`src/rtl/regfile_param.sv`:
```
// Parametrised integer register file: N combinational read ports, one write-back port,
// same-cycle write bypass, optional hardwired x0, pending-write scoreboard, post-reset clear sweep.
module regfile_param #(
    parameter int unsigned  XLEN     = 32,
    parameter int unsigned  NREGS    = 32,
    parameter int unsigned  NREAD    = 2,
    parameter int unsigned  BYPASS   = 1,
    parameter int unsigned  ZERO_REG = 1,
    localparam int unsigned AW       = $clog2(NREGS)
) (
    input  logic                  clk_i,
    input  logic                  rst_ni,
    input  logic [NREAD*AW-1:0]   raddr_i,
    output logic [NREAD*XLEN-1:0] rdata_o,
    output logic [NREAD-1:0]      rbusy_o,
    input  logic                  wen_i,
    input  logic [AW-1:0]         waddr_i,
    input  logic [XLEN-1:0]       wdata_i,
    input  logic                  set_busy_i,
    input  logic [AW-1:0]         busy_addr_i,
    output logic                  ready_o
);

    localparam logic [AW-1:0] LAST_ADDR = AW'(NREGS - 1);
    localparam bit            BYP       = (BYPASS != 0);
    localparam bit            ZR        = (ZERO_REG != 0);

    typedef enum logic {
        ST_INIT = 1'b0,
        ST_RUN  = 1'b1
    } state_e;

    state_e            state_q, state_d;
    logic [AW-1:0]     cnt_q, cnt_d;
    logic [NREGS-1:0]  busy_q, busy_d;
    logic [XLEN-1:0]   mem_q [NREGS];

    logic              mem_we_c;
    logic [AW-1:0]     mem_wa_c;
    logic [XLEN-1:0]   mem_wd_c;

    // Sweep / run control, scoreboard update and the single array write port
    always_comb begin
        state_d  = state_q;
        cnt_d    = cnt_q;
        busy_d   = busy_q;
        mem_we_c = 1'b0;
        mem_wa_c = cnt_q;
        mem_wd_c = '0;
        case (state_q)
            ST_INIT: begin
                mem_we_c = 1'b1;
                cnt_d    = AW'(cnt_q + 1'b1);
                if (cnt_q == LAST_ADDR) begin
                    state_d = ST_RUN;
                end
            end
            ST_RUN: begin
                if (wen_i && !(ZR && (waddr_i == '0))) begin
                    mem_we_c = 1'b1;
                    mem_wa_c = waddr_i;
                    mem_wd_c = wdata_i;
                end
                // Clear first so a same-address set from the younger issuing instruction wins
                if (wen_i) begin
                    busy_d[waddr_i] = 1'b0;
                end
                if (set_busy_i) begin
                    busy_d[busy_addr_i] = 1'b1;
                end
                if (ZR) begin
                    busy_d[0] = 1'b0;
                end
            end
            default: state_d = ST_INIT;
        endcase
    end

    always_ff @(posedge clk_i) begin
        if (!rst_ni) begin
            state_q <= ST_INIT;
            cnt_q   <= '0;
            busy_q  <= '0;
        end else begin
            state_q <= state_d;
            cnt_q   <= cnt_d;
            busy_q  <= busy_d;
        end
    end

    // Storage array has no reset so it can map onto RAM; the sweep initialises it
    always_ff @(posedge clk_i) begin
        if (rst_ni && mem_we_c) begin
            mem_q[mem_wa_c] <= mem_wd_c;
        end
    end

    assign ready_o = (state_q == ST_RUN);

    for (genvar g = 0; g < NREAD; g++) begin : g_rd
        logic [AW-1:0] ra;
        logic          hit;
        logic          force_zero;
        assign ra         = raddr_i[g*AW +: AW];
        assign hit        = BYP && wen_i && (waddr_i == ra);
        assign force_zero = (state_q != ST_RUN) || (ZR && (ra == '0));
        assign rdata_o[g*XLEN +: XLEN] = force_zero ? '0 : (hit ? wdata_i : mem_q[ra]);
        assign rbusy_o[g]              = !force_zero && !hit && busy_q[ra];
    end

endmodule

```
`config.mk`:
```
export PLATFORM = sky130hd
export DESIGN_NAME = regfile_param
export DESIGN_NICKNAME = d
export VERILOG_FILES = /design/src/rtl/regfile_param.sv
export SDC_FILE = /design/constraint.sdc
export NUM_CORES = 1
export LEC_CHECK = 0
export BUFFER_PORTS_ARGS = -buffer_cell sky130_fd_sc_hd__buf_2
export CORE_ASPECT_RATIO = 0.8
export CORE_MARGIN = 5
export CORE_UTILIZATION = 51
export CTS_CLUSTER_SIZE = 30
export DETAILED_ROUTE_END_ITERATION = 10
export GPL_TIMING_DRIVEN = 0
export HOLD_SLACK_MARGIN = 0.03
export PLACE_DENSITY = 0.7
export SETUP_SLACK_MARGIN = 0.2
export SYNTH_ARGS = -nofsm -noshare
export SYNTH_HDL_FRONTEND = slang
export SYNTH_SLANG_ARGS = --single-unit
```
`constraint.sdc`:
```
create_clock -name clk_i -period 4.6 [get_ports clk_i]
set_clock_uncertainty 0.2 [all_clocks]
set_input_delay 0 -clock clk_i [delete_from_list [all_inputs] [get_ports clk_i]]
set_output_delay 0 -clock clk_i [all_outputs]
set_load 0.01 [all_outputs]
```
Yosys cells after proc, flatten, opt, wreduce, memory -nomap -nowiden:

Memory sizes are Yosys's and may differ from the RTL's.
Index checks and enable logic that the tools add are counted.

* bits in writable memories: 1024
* output and inout bits: 67
* memories kept: 1
* input bits: 56
* flip-flop bits (word level): 37

* multiplexer cells: 25
* magnitude comparators: 6
* eq/ne operators: 3
* add/subtract/negate cells: 1
* reductions and logical operators: 20
* bitwise operators: 4

Memories
* mem_q: depth 32, bits a word 32, read ports 2, clocked after memory_dff 0, write ports 1, line 36 `logic [XLEN-1:0] mem_q [NREGS];`

Operators by type and width (count)
* 32-bit 2-to-1 mux: 9
* 32-bit AND: 1
* 32-bit NOT: 1
* 32-bit bitwise OR: 1
* 5-bit by 6-bit < comparator with 1-bit output (second input constant): 4
* 5-bit logical NOT: 3
* 1-bit binary-select mux with 5-bit select: 2
* 1-bit demux with 5-bit select: 2
* 5-bit equality test: 2
* 5-bit by 1-bit >= comparator with 1-bit output (second input constant): 2
* 1-bit logical AND: 10
* 5-bit 2-to-1 mux: 2
* 1-bit 2-to-1 mux: 9
* 5-bit by 1-bit adder with 5-bit output (second input constant): 1
* 5-bit equality test (second input constant): 1
* 1-bit logical NOT: 5
* 1-bit logical OR: 2
* 1-bit case mux with 2 select lines: 1
* 1-bit NOT: 1

Depth between registers and ports, before layout:

* word-level depth: 10
* mapped depth: 9

Worst setup path before layout:

No wires, ideal clock.

* path type: register to register
* start: register state_q, in the netlist ready_o
* end: memory mem_q[28][0] (enable)
* period minus slack after synthesis: 3626 ps
* stages on the path, launching flop included: 7
* data required time: 3979 ps
* arrival: 3005 ps
* setup slack: 974 ps
* cell sequence: dfxtp_1 clkbuf_1 o211ai_1 a32o_1 or3b_2 clkbuf_1 nor2_1

* cells in the longest elaborated chain, start to end: 5
* elaborated cells on any way between the ends: 6
* those cells by class: 4 x mux; 1 x bitwise; 1 x reduce/logical

RTL lines
* start, declared: line 33 `state_e state_q, state_d;`
* start signal, assigned: line 85 `state_q <= state_d;`
* 1-bit NOT
* 1-bit case mux with 2 select lines: line 50 `case (state_q)`
* 1-bit logical AND: line 93 `if (rst_ni && mem_we_c) begin`
* 1-bit 2-to-1 mux: line 93
* 1-bit 2-to-1 mux (not written as such): line 94 `mem_q[mem_wa_c] <= mem_wd_c;`
* end, declared: line 36

Parallel ways exist; a longest one is shown, timed or not.

Final worst setup path:

* start: register state_q, in the netlist ready_o
* end: output port rdata_o[61]

* cells in the longest elaborated chain, start to end: 3

RTL lines
* 1-bit NOT
* 1-bit logical OR: line 106 `assign force_zero = (state_q != ST_RUN) || (ZR && (ra == '0));`
* 32-bit 2-to-1 mux: line 107 `assign rdata_o[g*XLEN +: XLEN] = force_zero ? '0 : (hit ? wdata_i : mem_q[ra]);`
* end, declared: line 14 `output logic [NREAD*XLEN-1:0] rdata_o,`

No other way between the ends.

==> impl_metrics.py <==
metrics = {
    "logic_synthesis": {
        "ys_warn_count": 0,
        "async_flop_share_pct": 0,
        "synth_mux_area_share_pct": 24.1,
        "synthAdderAreaFrac_pct": 0.0500,
        "synth_edf_count": 1024,
        "synth_xor_area_share_pct": 0.210,
        "syn-num-nets": 2868,
        "synth_cells": 2810,
        "ys_types": 60,
        "yosys-top-cells-area": "edfxtp_1 (61%), mux4_2 (19%), mux2i_1 (4.0%)",
        "synth_top_area_share_pct": 61.4,
        "seq_area_frac_synth_pct": 62.9,
        "synth_top_family_by_area": "multiplexers",
        "synth.largest_area_cell": "edfxtp_1",
        "ys.flop_type": "edfxtp_1",
        "syn_area_per_cell_um2": 17.8,
        "synthSimpleGateAreaFrac_pct": 2.62,
        "synth_seq_cells": 1061,
        "syn_area_um2": 50000,
        "synth-compound-area-share_pct": 7.81,
    },
    "min_path": {
        "min_to": "mem_q[28][3]",
        "hp-start": "wdata_i[3]",
        "min_path_type": "input port to flop",
        "worst_hold_path.num_cells": 2,
    },
    "setup_path": {
        "crit_top_cell": "clkbuf_1",
        "r2r_slack_ns": 0.26,
        "crit_start": "ready_o",
        "arrival_ns": 4.14,
        "r2r-end": "mem_q[5][21]",
        "worstPathRequired_ns": 4.40,
        "cp-start-kind": "flop",
        "reg2reg_from": "ready_o",
        "crit_fanout": 10,
        "cp_cell_sequence": "clkbuf_1 > nand2_1 > nor3_1 > clkbuf_1 > a221o_1 > buf_2",
        "end_kind": "primary output",
        "cpMaxStageDelayCell": "nor3_1",
        "reg2reg_depth": 6,
        "crit_type": "flop to primary output",
        "slowest_delay_ns": 1.11,
    },
    "clock_network": {
        "clockBufferDepth": 3,
        "cts_buffers": 105,
        "cts_root_buffer": "clkbuf_16",
        "h-tree-depth": 3,
        "path_clk_slew_ns": 0.06,
        "cts_sinks": 1061,
        "postCtsSetupBuffers": 0,
        "clkLatencyLatePin_ns": 0.71,
        "cts_tree": "done",
    },
    "timing": {
        "setup-violations-final": 0,
        "slew_headroom_pct": -0.514,
        "maxSlewViolCount": 11,
        "rsz0062_at_grt": "false",
        "whs_ns": 0.0519,
        "fmax_ghz": 0.231,
        "hold_viol_final": 0,
        "fin_crit_ns": 4.34,
        "worst_pin_slew_ns": 1.51,
        "finalCritPeriodShare_pct": 94.3,
        "fin_tns_setup_ns": 0,
        "setup_ws_ns": 0.262,
    },
    "cells_and_area": {
        "multi_input_area_um2": 17700,
        "fill_cells": 6997,
        "syn_to_final_growth_pct": 15.0,
        "nNetsFinal": 3180,
        "drive_gt1_share_pct": 29.1,
        "seqCellArea_um2": 31500,
        "post-route-cell-area_um2": 57500,
    },
    "floorplanning": {
        "start_util_pct": 51.5,
        "fp.coreArea_um2": 97100,
        "core.rowCount": 102,
        "fp.dieH_um": 290,
        "num_io_pins": 123,
        "die_w_um": 360,
        "die-area_um2": 105000,
    },
    "global_routing": {
        "overflow": 0,
        "grt_usage_pct": 32.4,
        "grt_pass1_vias": 33000,
        "grt_start_max_net_pins": 33,
        "grt_pass1_wl_um": 242000,
        "antenna_found_initial": 4,
    },
    "power_and_ir_drop": {
        "power_density_nw_per_um2": 370,
        "ir_worst_vdd_v": 0.000345,
        "leakagePower_uw": 0.0176,
    },
    "drt": {
        "drt-initial-drc-count": 5653,
        "vias_per_cell": 7.41,
        "antenna_left": 0,
        "wirelength_um": 173000,
        "wire_per_inst_um": 38.4,
        "vias": 33500,
        "drc_errors": 0,
        "drt-pass1-iter-count": 6,
    },
    "place": {
        "placed_area_um2": 53400,
        "place.gp.congestion": 0.959,
        "portBuffers": 115,
        "post-place-ws_ns": 0.480,
        "dp_hpwl_um": 119000,
    },
    "outcome": {
        "status": "finished with violations",
        "violations": "max-capacitance violations, max-slew violations",
    },
    "flow_run": {
        "cap_violations": 1,
    },
}
## power by group
part | internal, µW | switching (µW)
Sequential | 10500 | 30.8
Clock | 5330 | 3820
Combinational | 596 | 1010
Total | 16400 | 4850
## sequential cells by signal, summed over array words and instances (netlist names)
signal   cells
mem_q     1024
busy_q      31
ready_o      1
cnt_q        5
## cell type report
cell class	count	area share, %
diodes	3	0.0130
plain buffers	235	1.94
clock buffers	123	4.76
clock inverters	71	1.53
inverters	6	0.0391
multi-input cells	1508	30.7
flip-flops and latches	1061	54.7
well taps	1300	2.83
repair buffers	205	3.44
## kinds of logic after synthesis
logic type,count (synthesis)
compound gates,560
xor+xnor,12
fa+ha+maj,2
buf+inv,241
flops,1061
mux,662
simple gates,272
## routing by layer
layer  up-vias  global-route usage, %  routed length, µm
met5         -                      0                 24
met4         4                   13.7               9000
met3       589                   12.1              26700
met2      2984                   47.9              76300
met1     17200                   43.7              61200
li1      12700                      -                  -
## cells in the mapped netlist, types with 8 or more instances
library cell / count
a211oi_1: 31
a21oi_1: 99
a221o_1: 31
a221oi_1: 64
a22o_1: 31
a22oi_1: 128
and2_1: 34
buf_1: 16
buf_2: 74
buf_4: 22
clkbuf_1: 116
dfxtp_1: 37
edfxtp_1: 1024
mux2_2: 32
mux2i_1: 198
mux4_2: 432
nand2_1: 46
nand3_1: 43
nor2_1: 96
nor2b_1: 8
nor3_1: 11
o21ai_0: 89
o21bai_1: 32
o22ai_1: 32
## worst max path at each step
stage                    endpoint  slack (ns)  depth (start not counted)
finish                rdata_o[61]        0.26                          6
global route        mem_q[14][11]        0.21                          6
CTS                 mem_q[15][20]        0.44                          6
detailed placement   mem_q[4][20]        0.48                          6
global placement    mem_q[28][21]       -1.78                          6
floorplan            mem_q[28][0]        0.97                          6
## repair_timing
action                                  4_1_cts  5_1_grt
resized for setup                             0        3
endpoints found under the setup margin        0       37
hold buffers                                 49        2
endpoints found under the hold margin       408       64
## cells in the final DEF, fill, tap and decap left out, types with 16 or more instances in the layout
cell / instances
a211oi_1: 31
a21oi_1: 99
a221o_1: 31
a221oi_1: 64
a22o_1: 31
a22oi_1: 128
and2_1: 31
buf_1: 16
buf_12: 25
buf_2: 189
buf_4: 22
bufinv_16: 19
clkbuf_1: 131
clkbuf_16: 107
clkinv_2: 25
dfxtp_1: 37
dlygate4sd3_1: 51
edfxtp_1: 1024
mux2_2: 32
mux2i_1: 198
mux4_2: 432
nand2_1: 46
nand3_1: 43
nor2_1: 64
nor2_4: 32
o21ai_0: 89
o21bai_1: 32
o22ai_1: 32
## per-stage QoR
step / utilization [%] / power, µW / std cells
after floorplan: - / 11700 / 2810
after global placement: 53.8 / 12200 / 4225
after detailed placement: 55.0 / 12300 / 4264
after CTS: 59.2 / 21200 / 4507
after global routing: 59.2 / 21800 / 4509
final: 59.2 / 21300 / 4512
## critical path: cells and delay by family (launching register included)
kind | cells | cell delay [ns]
AO/OA/AOI/OAI | 1 | 0.46
buffers and inverters | 3 | 1.29
flip-flops | 1 | 0.33
AND/OR/NAND/NOR | 2 | 1.33
No activity file was read; power rests on OpenSTA's default activity.
